**src/rtl/ebus_responder_if.sv**
```systemverilog
// EBUS signal bundle between the EBOX side (master) and one device responder (slave).
// Words use index 35-n for PDP-10 bit n; ebusPI uses index 7-n for PI level n.
interface ebus_responder_if;
    logic [6:0]  ebusCS;
    logic [2:0]  ebusFunc;
    logic        ebusDemand;
    logic        ebusReset;
    logic [35:0] ebusDataIn;
    logic        ebusAck;
    logic        ebusXfer;
    logic [7:0]  ebusPI;
    logic        ebusParity;
    logic [35:0] drvData;
    logic        drvDriving;

    modport master (
        output ebusCS, ebusFunc, ebusDemand, ebusReset, ebusDataIn,
        input  ebusAck, ebusXfer, ebusPI, ebusParity, drvData, drvDriving
    );

    modport slave (
        input  ebusCS, ebusFunc, ebusDemand, ebusReset, ebusDataIn,
        output ebusAck, ebusXfer, ebusPI, ebusParity, drvData, drvDriving
    );
endinterface

```
**src/rtl/ebus_responder.sv**
```systemverilog
// EBUS device-side responder: select decode, ack/xfer handshake, CONO/DATAO capture, read driver, PI.
// Optional EBUS_PARITY_EN adds odd parity over the driven word. PDP-10 bit n lives at index 35-n.
module ebus_responder #(
    parameter logic [6:0]  DEV_CS     = 7'o0,
    parameter int unsigned XFER_DELAY = 2
) (
    input  logic            clk,
    input  logic            CROBAR,
    ebus_responder_if.slave bus,
    input  logic [35:0]     coniStatus,
    input  logic [35:0]     dataiWord,
    input  logic            intReq,
    input  logic [35:0]     intVector,
    output logic [35:0]     conoWord,
    output logic            conoStrobe,
    output logic [35:0]     dataoWord,
    output logic            dataoStrobe
);
    localparam logic [2:0] FN_CONO       = 3'd0;
    localparam logic [2:0] FN_CONI       = 3'd1;
    localparam logic [2:0] FN_DATAO      = 3'd2;
    localparam logic [2:0] FN_DATAI      = 3'd3;
    localparam logic [2:0] FN_PI_SERVED  = 3'd4;
    localparam logic [2:0] FN_PI_ADDR_IN = 3'd5;
    localparam logic [3:0] DELAY_LAST    = 4'(XFER_DELAY - 1);

    typedef enum logic [1:0] {
        ST_IDLE = 2'd0,
        ST_ACK  = 2'd1,
        ST_XFER = 2'd2,
        ST_HOLD = 2'd3
    } state_t;

    state_t      state_q, state_d;
    logic [3:0]  cnt_q, cnt_d;
    logic [2:0]  func_q, func_d;
    logic [6:0]  cs_q;
    logic [2:0]  fn_in_q;
    logic        demand_q;
    logic        wait_low_q, wait_low_d;
    logic        int_req_q, int_req_prev_q;
    logic        pending_q, pending_d;
    logic [2:0]  pia_q, pia_d;
    logic        ack_q, ack_d;
    logic        xfer_q, xfer_d;
    logic        drv_q, drv_d;
    logic [35:0] drv_data_q, drv_data_d;
    logic [35:0] cono_q, cono_d;
    logic [35:0] datao_q, datao_d;
    logic        cono_stb_q, cono_stb_d;
    logic        datao_stb_q, datao_stb_d;
    logic [7:0]  pi_q, pi_d;
    logic        dev_match_s, pi_match_s, int_rise_s, clear_pending_s, srst_s;

    // Bus inputs are registered once; this is the extra cycle before ack and before outputs fall.
    always_ff @(posedge clk or posedge CROBAR) begin
        if (CROBAR) begin
            demand_q       <= 1'b0;
            cs_q           <= 7'd0;
            fn_in_q        <= 3'd0;
            int_req_q      <= 1'b0;
            int_req_prev_q <= 1'b0;
        end else begin
            demand_q       <= bus.ebusDemand;
            cs_q           <= bus.ebusCS;
            fn_in_q        <= bus.ebusFunc;
            int_req_q      <= intReq;
            int_req_prev_q <= int_req_q;
        end
    end

    // Select decode and interrupt edge detect.
    always_comb begin
        dev_match_s = (cs_q == DEV_CS) && (fn_in_q[2] == 1'b0);
        pi_match_s  = pending_q && (pia_q != 3'd0) && (cs_q[2:0] == pia_q) &&
                      ((fn_in_q == FN_PI_SERVED) || (fn_in_q == FN_PI_ADDR_IN));
        int_rise_s  = int_req_q && !int_req_prev_q;
        srst_s      = bus.ebusReset;
    end

    // Handshake FSM next state, function actions and registered output values.
    always_comb begin
        state_d         = state_q;
        cnt_d           = cnt_q;
        func_d          = func_q;
        pia_d           = pia_q;
        ack_d           = ack_q;
        xfer_d          = xfer_q;
        drv_d           = drv_q;
        drv_data_d      = drv_data_q;
        cono_d          = cono_q;
        datao_d         = datao_q;
        cono_stb_d      = 1'b0;
        datao_stb_d     = 1'b0;
        clear_pending_s = 1'b0;

        if (demand_q) begin
            wait_low_d = wait_low_q;
        end else begin
            wait_low_d = 1'b0;
        end

        case (state_q)
            ST_IDLE: begin
                if (demand_q && !wait_low_q && (dev_match_s || pi_match_s)) begin
                    state_d = ST_ACK;
                    cnt_d   = 4'd0;
                    func_d  = fn_in_q;
                    ack_d   = 1'b1;
                end else begin
                    ack_d      = 1'b0;
                    xfer_d     = 1'b0;
                    drv_d      = 1'b0;
                    drv_data_d = 36'd0;
                end
            end
            ST_ACK: begin
                if (!demand_q) begin
                    // Abandoned before the transfer: nothing is captured or driven.
                    state_d = ST_IDLE;
                    ack_d   = 1'b0;
                end else if (cnt_q == DELAY_LAST) begin
                    state_d = ST_XFER;
                    xfer_d  = 1'b1;
                    case (func_q)
                        FN_CONO: begin
                            cono_d     = bus.ebusDataIn;
                            pia_d      = bus.ebusDataIn[2:0];
                            cono_stb_d = 1'b1;
                        end
                        FN_DATAO: begin
                            datao_d     = bus.ebusDataIn;
                            datao_stb_d = 1'b1;
                        end
                        FN_CONI: begin
                            drv_d      = 1'b1;
                            drv_data_d = (coniStatus & ~36'o7) | {33'd0, pia_q};
                        end
                        FN_DATAI: begin
                            drv_d      = 1'b1;
                            drv_data_d = dataiWord;
                        end
                        FN_PI_ADDR_IN: begin
                            drv_d      = 1'b1;
                            drv_data_d = intVector;
                        end
                        FN_PI_SERVED: begin
                            clear_pending_s = 1'b1;
                        end
                        default: begin
                            drv_d = 1'b0;
                        end
                    endcase
                end else begin
                    cnt_d = cnt_q + 4'd1;
                end
            end
            ST_XFER, ST_HOLD: begin
                if (!demand_q) begin
                    state_d    = ST_IDLE;
                    ack_d      = 1'b0;
                    xfer_d     = 1'b0;
                    drv_d      = 1'b0;
                    drv_data_d = 36'd0;
                end else begin
                    state_d = ST_HOLD;
                end
            end
            default: begin
                state_d    = ST_IDLE;
                ack_d      = 1'b0;
                xfer_d     = 1'b0;
                drv_d      = 1'b0;
                drv_data_d = 36'd0;
            end
        endcase

        // A fresh request arriving with the PI-served completion keeps pending set.
        if (int_rise_s) begin
            pending_d = 1'b1;
        end else if (clear_pending_s) begin
            pending_d = 1'b0;
        end else begin
            pending_d = pending_q;
        end

        if (pending_d && (pia_d != 3'd0)) begin
            pi_d = 8'h80 >> pia_d;
        end else begin
            pi_d = 8'h00;
        end
    end

    // State and output registers; ebusReset clears everything except the captured words.
    always_ff @(posedge clk or posedge CROBAR) begin
        if (CROBAR) begin
            state_q     <= ST_IDLE;
            cnt_q       <= 4'd0;
            func_q      <= 3'd0;
            wait_low_q  <= 1'b0;
            pending_q   <= 1'b0;
            pia_q       <= 3'd0;
            ack_q       <= 1'b0;
            xfer_q      <= 1'b0;
            drv_q       <= 1'b0;
            drv_data_q  <= 36'd0;
            cono_q      <= 36'd0;
            datao_q     <= 36'd0;
            cono_stb_q  <= 1'b0;
            datao_stb_q <= 1'b0;
            pi_q        <= 8'd0;
        end else if (srst_s) begin
            state_q     <= ST_IDLE;
            cnt_q       <= 4'd0;
            func_q      <= 3'd0;
            wait_low_q  <= 1'b1;
            pending_q   <= 1'b0;
            pia_q       <= 3'd0;
            ack_q       <= 1'b0;
            xfer_q      <= 1'b0;
            drv_q       <= 1'b0;
            drv_data_q  <= 36'd0;
            cono_stb_q  <= 1'b0;
            datao_stb_q <= 1'b0;
            pi_q        <= 8'd0;
        end else begin
            state_q     <= state_d;
            cnt_q       <= cnt_d;
            func_q      <= func_d;
            wait_low_q  <= wait_low_d;
            pending_q   <= pending_d;
            pia_q       <= pia_d;
            ack_q       <= ack_d;
            xfer_q      <= xfer_d;
            drv_q       <= drv_d;
            drv_data_q  <= drv_data_d;
            cono_q      <= cono_d;
            datao_q     <= datao_d;
            cono_stb_q  <= cono_stb_d;
            datao_stb_q <= datao_stb_d;
            pi_q        <= pi_d;
        end
    end

`ifdef EBUS_PARITY_EN
    function automatic logic odd_parity(input logic [35:0] word);
        return ~(^word);
    endfunction

    logic parity_q, parity_d;

    // Parity is computed from the word being registered so it lines up with drvData.
    always_comb begin
        if (drv_d) begin
            parity_d = odd_parity(drv_data_d);
        end else begin
            parity_d = 1'b0;
        end
    end

    // Parity register.
    always_ff @(posedge clk or posedge CROBAR) begin
        if (CROBAR) begin
            parity_q <= 1'b0;
        end else if (srst_s) begin
            parity_q <= 1'b0;
        end else begin
            parity_q <= parity_d;
        end
    end

    assign bus.ebusParity = parity_q;
`else
    assign bus.ebusParity = 1'b0;
`endif

    assign bus.ebusAck    = ack_q;
    assign bus.ebusXfer   = xfer_q;
    assign bus.ebusPI     = pi_q;
    assign bus.drvData    = drv_data_q;
    assign bus.drvDriving = drv_q;
    assign conoWord       = cono_q;
    assign conoStrobe     = cono_stb_q;
    assign dataoWord      = datao_q;
    assign dataoStrobe    = datao_stb_q;
endmodule
```
**src/flat_wrapper.sv**
```systemverilog
// flat-port wrapper written by rule: the top's interface ports become plain ports
module ebus_responder_flat 
#(
    parameter logic [6:0]  DEV_CS     = 7'o0,
    parameter int unsigned XFER_DELAY = 2
)
  (clk, CROBAR, coniStatus, dataiWord, intReq, intVector, conoWord, conoStrobe, dataoWord, dataoStrobe, bus_ebusCS, bus_ebusFunc, bus_ebusDemand, bus_ebusReset, bus_ebusDataIn, bus_ebusAck, bus_ebusXfer, bus_ebusPI, bus_ebusParity, bus_drvData, bus_drvDriving);
  ebus_responder_if bus_i ();
  input  logic clk;
  input  logic CROBAR;
  input  logic [35:0] coniStatus;
  input  logic [35:0] dataiWord;
  input  logic intReq;
  input  logic [35:0] intVector;
  output logic [35:0] conoWord;
  output logic conoStrobe;
  output logic [35:0] dataoWord;
  output logic dataoStrobe;
  input wire logic [$bits(bus_i.ebusCS)-1:0] bus_ebusCS;
  input wire logic [$bits(bus_i.ebusFunc)-1:0] bus_ebusFunc;
  input wire logic [$bits(bus_i.ebusDemand)-1:0] bus_ebusDemand;
  input wire logic [$bits(bus_i.ebusReset)-1:0] bus_ebusReset;
  input wire logic [$bits(bus_i.ebusDataIn)-1:0] bus_ebusDataIn;
  output wire logic [$bits(bus_i.ebusAck)-1:0] bus_ebusAck;
  output wire logic [$bits(bus_i.ebusXfer)-1:0] bus_ebusXfer;
  output wire logic [$bits(bus_i.ebusPI)-1:0] bus_ebusPI;
  output wire logic [$bits(bus_i.ebusParity)-1:0] bus_ebusParity;
  output wire logic [$bits(bus_i.drvData)-1:0] bus_drvData;
  output wire logic [$bits(bus_i.drvDriving)-1:0] bus_drvDriving;
  assign bus_i.ebusCS = bus_ebusCS;
  assign bus_i.ebusFunc = bus_ebusFunc;
  assign bus_i.ebusDemand = bus_ebusDemand;
  assign bus_i.ebusReset = bus_ebusReset;
  assign bus_i.ebusDataIn = bus_ebusDataIn;
  assign bus_ebusAck = bus_i.ebusAck;
  assign bus_ebusXfer = bus_i.ebusXfer;
  assign bus_ebusPI = bus_i.ebusPI;
  assign bus_ebusParity = bus_i.ebusParity;
  assign bus_drvData = bus_i.drvData;
  assign bus_drvDriving = bus_i.drvDriving;
  ebus_responder #(.DEV_CS(DEV_CS), .XFER_DELAY(XFER_DELAY)) u_core (.clk(clk), .CROBAR(CROBAR), .bus(bus_i), .coniStatus(coniStatus), .dataiWord(dataiWord), .intReq(intReq), .intVector(intVector), .conoWord(conoWord), .conoStrobe(conoStrobe), .dataoWord(dataoWord), .dataoStrobe(dataoStrobe));
endmodule
```
**config.mk**
```make
export PLATFORM = sky130hd
export DESIGN_NAME = ebus_responder_flat
export DESIGN_NICKNAME = d
export VERILOG_FILES = /design/src/rtl/ebus_responder_if.sv /design/src/rtl/ebus_responder.sv /design/src/flat_wrapper.sv
export SDC_FILE = /design/constraint.sdc
export NUM_CORES = 1
export LEC_CHECK = 0
export BUFFER_PORTS_ARGS = -buffer_cell sky130_fd_sc_hd__buf_2
export CAP_MARGIN = 20
export CORE_ASPECT_RATIO = 1.25
export CORE_UTILIZATION = 35
export CTS_CLUSTER_DIAMETER = 150
export CTS_CLUSTER_SIZE = 24
export DETAILED_ROUTE_END_ITERATION = 10
export HOLD_SLACK_MARGIN = 0.1
export PLACE_DENSITY = 0.68
export SLEW_MARGIN = 5
export SYNTH_ARGS = -nofsm -noshare
export SYNTH_HDL_FRONTEND = slang
export SYNTH_SLANG_ARGS = --single-unit
```
**constraint.sdc**
```tcl
create_clock -name clk -period 6.33 [get_ports clk]
set_clock_uncertainty 0.05 [all_clocks]
set_input_delay 1.266 -clock clk [delete_from_list [all_inputs] [get_ports clk]]
set_output_delay 1.266 -clock clk [all_outputs]
set_load 0.02 [all_outputs]
```
## Yosys cells after proc, flatten, opt, wreduce, memory -nomap -nowiden

Index checks and enable logic that the tools add are counted.

- Word-level logic and storage cells: 140
- Bits in registers: 148
- Output and inout bits: 122

- Reductions and logical operators: 32
- Shifts and indexed selects: 1
- Add/sub/neg operators: 1
- Eq/ne operators: 23
- Mux-type cells: 60
- Bitwise logic cells: 3

Operators by type and width:

| operator | number |
|---|---|
| case mux 36 bit (3 select lines) | 2 |
| 2-to-1 mux 36 bit | 5 |
| bitwise OR 36 x 3 -> 36 bit | 1 |
| 2-to-1 mux 1 bit | 28 |
| 2-to-1 mux 3 bit | 8 |
| AND reduction 5 bit | 4 |
| 2-to-1 mux 4 bit | 4 |
| 2-to-1 mux 8 bit | 2 |
| != test 3 bit, second input constant | 5 |
| == test 3 bit, second input constant | 4 |
| 2-to-1 mux 2 bit | 5 |
| != test 3 x 2 -> 1 bit, second input constant | 3 |
| nonzero test 3 bit | 3 |
| OR reduction 3 bit | 3 |
| logical AND 1 bit | 8 |
| case mux 4 bit (2 select lines) | 1 |
| AND reduction 4 bit | 2 |
| right shift 8 x 3 -> 8 bit, first input constant | 1 |
| logical NOT 7 bit | 1 |
| == test 3 x 2 -> 1 bit, second input constant | 2 |
| case mux 1 bit (3 select lines) | 2 |
| case mux 2 bit (3 select lines) | 1 |
| != test 5 bit, second input constant | 1 |
| adder 4 x 1 -> 4 bit, second input constant | 1 |
| 16 further kinds | 23 |

## Logic depth before layout (Yosys ltp)

- Word-level depth: 10
- Gate-level depth with buffers: 10
- Depth with buffers taken out: 7

## Worst setup path after synthesis

No wires, ideal clock.

- Path type: input port to flip-flop
- From: input port bus_ebusReset
- To: register u_core.drv_data_q[0] (netlist: u_core.bus.drvData[0])
- Buffers on the path: 2
- Stages: 6
- Setup slack: 3.417 ns
- Arrival time: 2.739 ns
- Cell sequence: clkbuf_1 > nor2b_1 > a222oi_1 > o211ai_2 > clkbuf_1 > o2bb2ai_1

- Word-level cells in the longest chain between the ends: 2
- Elaborated cells between the ends (all ways): 7
- Those cells by class: eq/ne: 5; mux: 1; reduce/logical: 1

RTL lines:

| element | line | source |
|---|---|---|
| start: declaration | flat_wrapper.sv:22 | `input wire logic [$bits(bus_i.ebusReset)-1:0] bus_ebusReset;` |
| != test 5 bit (no line) (tied with other cells) | n/a |  |
| AND reduction 5 bit (no line) | n/a |  |
| end signal: assignment | ebus_responder.sv:236 | `drv_data_q <= drv_data_d;` |
| end: declaration | ebus_responder.sv:47 | `logic [35:0] drv_data_q, drv_data_d;` |

Parallel ways exist; a longest one is shown, timed or not.
A chain may end at the register's enable or synchronous reset.

## Final worst setup path

- From: register u_core.cnt_q[1]
- To: register u_core.cono_q[0] (netlist: u_core.conoWord[0])

- Word-level cells in the longest chain between the ends: 2

RTL lines:

| element | line | source |
|---|---|---|
| start: declaration | ebus_responder.sv:35 | `logic [3:0] cnt_q, cnt_d;` |
| start signal: assignment | ebus_responder.sv:228 | `cnt_q <= cnt_d;` |
| == test 4 x 1 -> 1 bit | ebus_responder.sv:122 | `end else if (cnt_q == DELAY_LAST) begin` |
| AND reduction 5 bit (no line) | n/a |  |
| end signal: assignment | ebus_responder.sv:237 | `cono_q <= cono_d;` |
| end: declaration | ebus_responder.sv:48 | `logic [35:0] cono_q, cono_d;` |

No other way between the ends.

==> impl_table.tex <==
\begin{tabular}{lr}
\hline
Metric & Value \\
\hline
\multicolumn{2}{l}{\textbf{Outcome}} \\
\quad Outcome & completed \\
\multicolumn{2}{l}{\textbf{Final layout}} \\
\quad Final Util & 48.1\% \\
\quad Post-layout net count & 977 \\
\quad Filler Cell Count & 1661 \\
\quad Layout-stage area growth over the synthesis result & 34.1\% \\
\quad Fraction of final layout cells sized beyond drive strength 1 & 44.3\% \\
\multicolumn{2}{l}{\textbf{Routing}} \\
\quad Detailed-route via count & 5218 \\
\quad Detailed Route WL & 17700 um \\
\quad Count of unresolved DRC violations after routing & 0 \\
\quad Via density per instance & 4.95 \\
\quad Violation count after the first detailed-routing iteration & 149 \\
\quad First-pass detailed-route iteration total & 6 \\
\quad Post-detailed-route count of antenna-violating nets & 0 \\
\quad Routed length per instance & 16.8 um \\
\multicolumn{2}{l}{\textbf{Global routing}} \\
\quad Overall global routing resource usage & 19.3\% \\
\quad Overflow left after global routing & 0 \\
\quad Via count of the first global-routing pass & 5092 \\
\quad Maximum number of pins on one net before global-route repair & 91 \\
\quad Initial antenna violation count & 5 \\
\quad Global-route wire length before repair & 26700 um \\
\multicolumn{2}{l}{\textbf{Timing}} \\
\quad Final count of negative-setup-slack endpoints & 0 \\
\quad Fin. Hold Viols & 0 \\
\quad Setup repair after global routing missed its margin & false \\
\quad Min Tclk post-route & 3.05 ns \\
\quad Final hold slack & 0.338 ns \\
\quad Rel. slew slack & 44.8\% \\
\quad Final-report max-slew violation count & 0 \\
\quad Sum of negative setup slack & 0 ns \\
\quad Achievable frequency & 0.328 GHz \\
\quad Tightest Pin Transition & 0.828 ns \\
\quad Final worst path period share & 48.2\% \\
\multicolumn{2}{l}{\textbf{Critical path}} \\
\quad Kind of capture point of the worst setup path & flop \\
\quad Critical path cell sequence & inv\_1, ha\_1, or3b\_1, or4\_4, nor2\_4, buf\_16, mux2\_2 \\
\quad Crit Path Class & flop to flop \\
\quad Critical path data required time & 6.59 ns \\
\quad CP max FO & 20 \\
\quad Startpoint kind of the worst setup timing path & flop \\
\quad CP delay by family, top & simple AND/OR/NAND/NOR gates \\
\quad Arrival time reported for the critical path endpoint & 3.31 ns \\
\quad Max stage delay on crit path & 0.65 ns \\
\quad Buf+Inv Stages, Crit Path & 2 \\
\quad Slowest cell on the critical path & sky130\_fd\_sc\_hd\_\_or4\_4 \\
\multicolumn{2}{l}{\textbf{Floorplanning}} \\
\quad Core region area & 0.0175 mm2 \\
\quad Floorplan row count & 54 \\
\quad Starting utilization of the core area & 35.9\% \\
\quad I/O Pins & 281 \\
\quad Die extent in y & 152 um \\
\quad Die Width & 122 um \\
\quad Full die area & 0.0185 mm2 \\
\multicolumn{2}{l}{\textbf{Clocking}} \\
\quad Post-CTS setup buffers & 0 \\
\quad CTS sink cnt & 148 \\
\quad Root Buffer & sky130\_fd\_sc\_hd\_\_clkbuf\_16 \\
\quad Buffer depth of the longest clock path & 2 \\
\quad Clk Latency, worst-skew pair & 0.43 ns \\
\quad Hold buffer count at cts & 0 \\
\quad Post-CTS Resized & 0 \\
\quad Clock H-tree levels & 4 \\
\quad CTS buffer count & 17 \\
\quad Clock edge transition at the registers on the reported setup and hold paths & 0.06 ns \\
\quad Clock tree from TritonCTS & built \\
\multicolumn{2}{l}{\textbf{Synth}} \\
\quad Fraction of the yosys area taken by sequential cells & 59.0\% \\
\quad Post-synthesis cell count & 549 \\
\quad Post-synth cell types & 54 \\
\quad Most used DFF post-synth & sky130\_fd\_sc\_hd\_\_dfrtp\_1 \\
\quad Cell Area, Synth & 0.00627 mm2 \\
\quad Area share of the leading cell type in the synthesized netlist & 59.0\% \\
\quad Post-synthesis register bit count & 148 \\
\quad Ranking of synthesized cells by instance count & sky130\_fd\_sc\_hd\_\_dfrtp\_1 (148), sky130\_fd\_sc\_hd\_\_nand2\_1 (118), sky130\_fd\_sc\_hd\_\_a21oi\_1 (40), sky130\_fd\_sc\_hd\_\_mux2\_2 (40) \\
\quad Async SR Flop Fraction & 100\% \\
\quad EDFF count, synth & 0 \\
\quad Syn avg cell area & 11.4 um2 \\
\quad Area contributors post-synth & sky130\_fd\_sc\_hd\_\_dfrtp\_1 (59\%), sky130\_fd\_sc\_hd\_\_mux2\_2 (7.2\%), sky130\_fd\_sc\_hd\_\_nand2\_1 (7.1\%) \\
\quad Cell type with the highest aggregate area in the netlist & sky130\_fd\_sc\_hd\_\_dfrtp\_1 \\
\quad Warning count from the yosys run & 0 \\
\quad Most instantiated library cell after synthesis & sky130\_fd\_sc\_hd\_\_dfrtp\_1 \\
\multicolumn{2}{l}{\textbf{Power and ir drop}} \\
\quad Total power per unit cell area & 243 mW/mm2 \\
\quad Max VDD drop & 0.000163 V \\
\quad Leak & 4.54 nW \\
\multicolumn{2}{l}{\textbf{Place}} \\
\quad Number of I/O port buffers & 276 \\
\quad Hpwl dp & 12600 um \\
\quad Gp weighted congestion & 0.796 \\
\multicolumn{2}{l}{\textbf{Min path}} \\
\quad Kind of path behind the tightest hold check & flop to flop \\
\multicolumn{2}{l}{\textbf{Flow run}} \\
\quad Max-capacitance violation count & 0 \\
\hline
\end{tabular}
-- per-layer routing --
layer,share of wire (%),vias to the layer above,GRT usage [%]
met3,11,12,8.72
met2,47,258,31.8
met5,0.21,-,0
met4,0.73,6,5.00
li1,-,2488,-
met1,41,2454,22.6
-- final cells by class --
cell class | count | area (um2) | area share, %
diodes | 1 | 2.50 | 0.0297
clock buffers | 18 | 429 | 5.10
clock inverters | 14 | 121 | 1.44
inverters | 4 | 20.0 | 0.238
multi-input cells | 359 | 2380 | 28.3
flip-flops and latches | 148 | 3700 | 44.0
well taps | 224 | 280 | 3.33
repair buffers | 286 | 1480 | 17.5
-- worst paths after layout --
check	slack (ns)	depth (start not counted)	start	endpoint
setup / recovery	3.28	7	u_core.cnt_q[1]$_DFFE_PP0P_	u_core.conoWord[0]$_DFFE_PP0P_
hold / removal	0.34	0	u_core.int_req_q$_DFF_PP0_	u_core.int_req_prev_q$_DFF_PP0_
setup reg to reg	3.28	7	u_core.cnt_q[1]$_DFFE_PP0P_	u_core.conoWord[0]$_DFFE_PP0P_
hold reg to reg	0.34	0	u_core.int_req_q$_DFF_PP0_	u_core.int_req_prev_q$_DFF_PP0_
max in group asynchronous	4.07	3	CROBAR	u_core.bus.drvData[20]$_DFFE_PP0P_
min in group asynchronous	0.91	2	CROBAR	u_core.conoWord[30]$_DFFE_PP0P_
-- flip-flops by register name (all words and copies together) (netlist names) --
name / flops
u_core.bus.drvData: 36
u_core.bus.drvDriving: 1
u_core.bus.ebusAck: 1
u_core.bus.ebusPI: 8
u_core.bus.ebusXfer: 1
u_core.cnt_q: 4
u_core.conoStrobe: 1
u_core.conoWord: 36
u_core.cs_q: 7
u_core.dataoStrobe: 1
u_core.dataoWord: 36
u_core.demand_q: 1
u_core.fn_in_q: 3
u_core.func_q: 3
u_core.int_req_prev_q: 1
u_core.int_req_q: 1
u_core.pending_q: 1
u_core.pia_q: 3
u_core.state_q: 2
u_core.wait_low_q: 1
-- power by group --
part / internal (mW) / total [mW] / switching [mW]
Sequential: 0.963 / 0.973 / 0.0100
Clock: 0.512 / 0.945 / 0.433
Combinational: 0.0585 / 0.129 / 0.0701
-- cells in the final DEF, fill, tap and decap left out, types with 3 or more instances in the layout --
master                       count
sky130_fd_sc_hd__nand2_1       118
sky130_fd_sc_hd__o2bb2ai_1      35
sky130_fd_sc_hd__clkinvlp_4      5
sky130_fd_sc_hd__dfrtp_1       148
sky130_fd_sc_hd__inv_6           5
sky130_fd_sc_hd__a22o_1         35
sky130_fd_sc_hd__buf_4           9
sky130_fd_sc_hd__inv_1           3
sky130_fd_sc_hd__xor2_1          3
sky130_fd_sc_hd__mux2_2         40
sky130_fd_sc_hd__a21oi_1        40
sky130_fd_sc_hd__nand2b_1        4
sky130_fd_sc_hd__nand4b_1        4
sky130_fd_sc_hd__clkinv_4        3
sky130_fd_sc_hd__buf_2         276
sky130_fd_sc_hd__nand4_1         3
sky130_fd_sc_hd__nor2_1         12
sky130_fd_sc_hd__o21ai_0         3
sky130_fd_sc_hd__nor3_1          3
sky130_fd_sc_hd__and3b_1         3
sky130_fd_sc_hd__nor2b_1         4
sky130_fd_sc_hd__nand3b_1        4
sky130_fd_sc_hd__a21o_1          3
sky130_fd_sc_hd__clkbuf_16      17
-- worst register-to-register path: stages, from the launching register on --
cell                      delay, ns
sky130_fd_sc_hd__dfrtp_1       0.39
sky130_fd_sc_hd__inv_1         0.08
sky130_fd_sc_hd__ha_1          0.15
sky130_fd_sc_hd__or3b_1        0.46
sky130_fd_sc_hd__or4_4         0.65
sky130_fd_sc_hd__nor2_4        0.54
sky130_fd_sc_hd__buf_16        0.25
sky130_fd_sc_hd__mux2_2        0.37
-- cells by family (layout without fill, tap and decap cells) --
| logic type | count (synthesis) | after routing | synth area share [%] |
|---|---|---|---|
| AOI/OAI and AO/OA | 134 | 134 | 16.0 |
| xor gates and xnor gates | 3 | 3 | 0.419 |
| adders and majority gates | 2 | 2 | 0.399 |
| buffers and inverters | 43 | 322 | 3.15 |
| DFF | 148 | 148 | 59.0 |
| muxes | 43 | 43 | 7.86 |
| other | 1 | 3 | 0.0598 |
| and+or+nand+nor | 175 | 175 | 13.1 |
-- metrics by stage --
stage                     instance area, um2  power (mW)  instances  worst slack [ns]
final                                   8410        2.05       1054              3.28
after global routing                    8410        2.13       1053              3.16
after CTS                               8380        2.07       1052              3.08
after detailed placement                7830        1.12       1020              2.95
after global placement                  7830        1.12       1020              2.99
after floorplan                         6280        1.04        550              1.03
(Power assumes the default switching activity.)
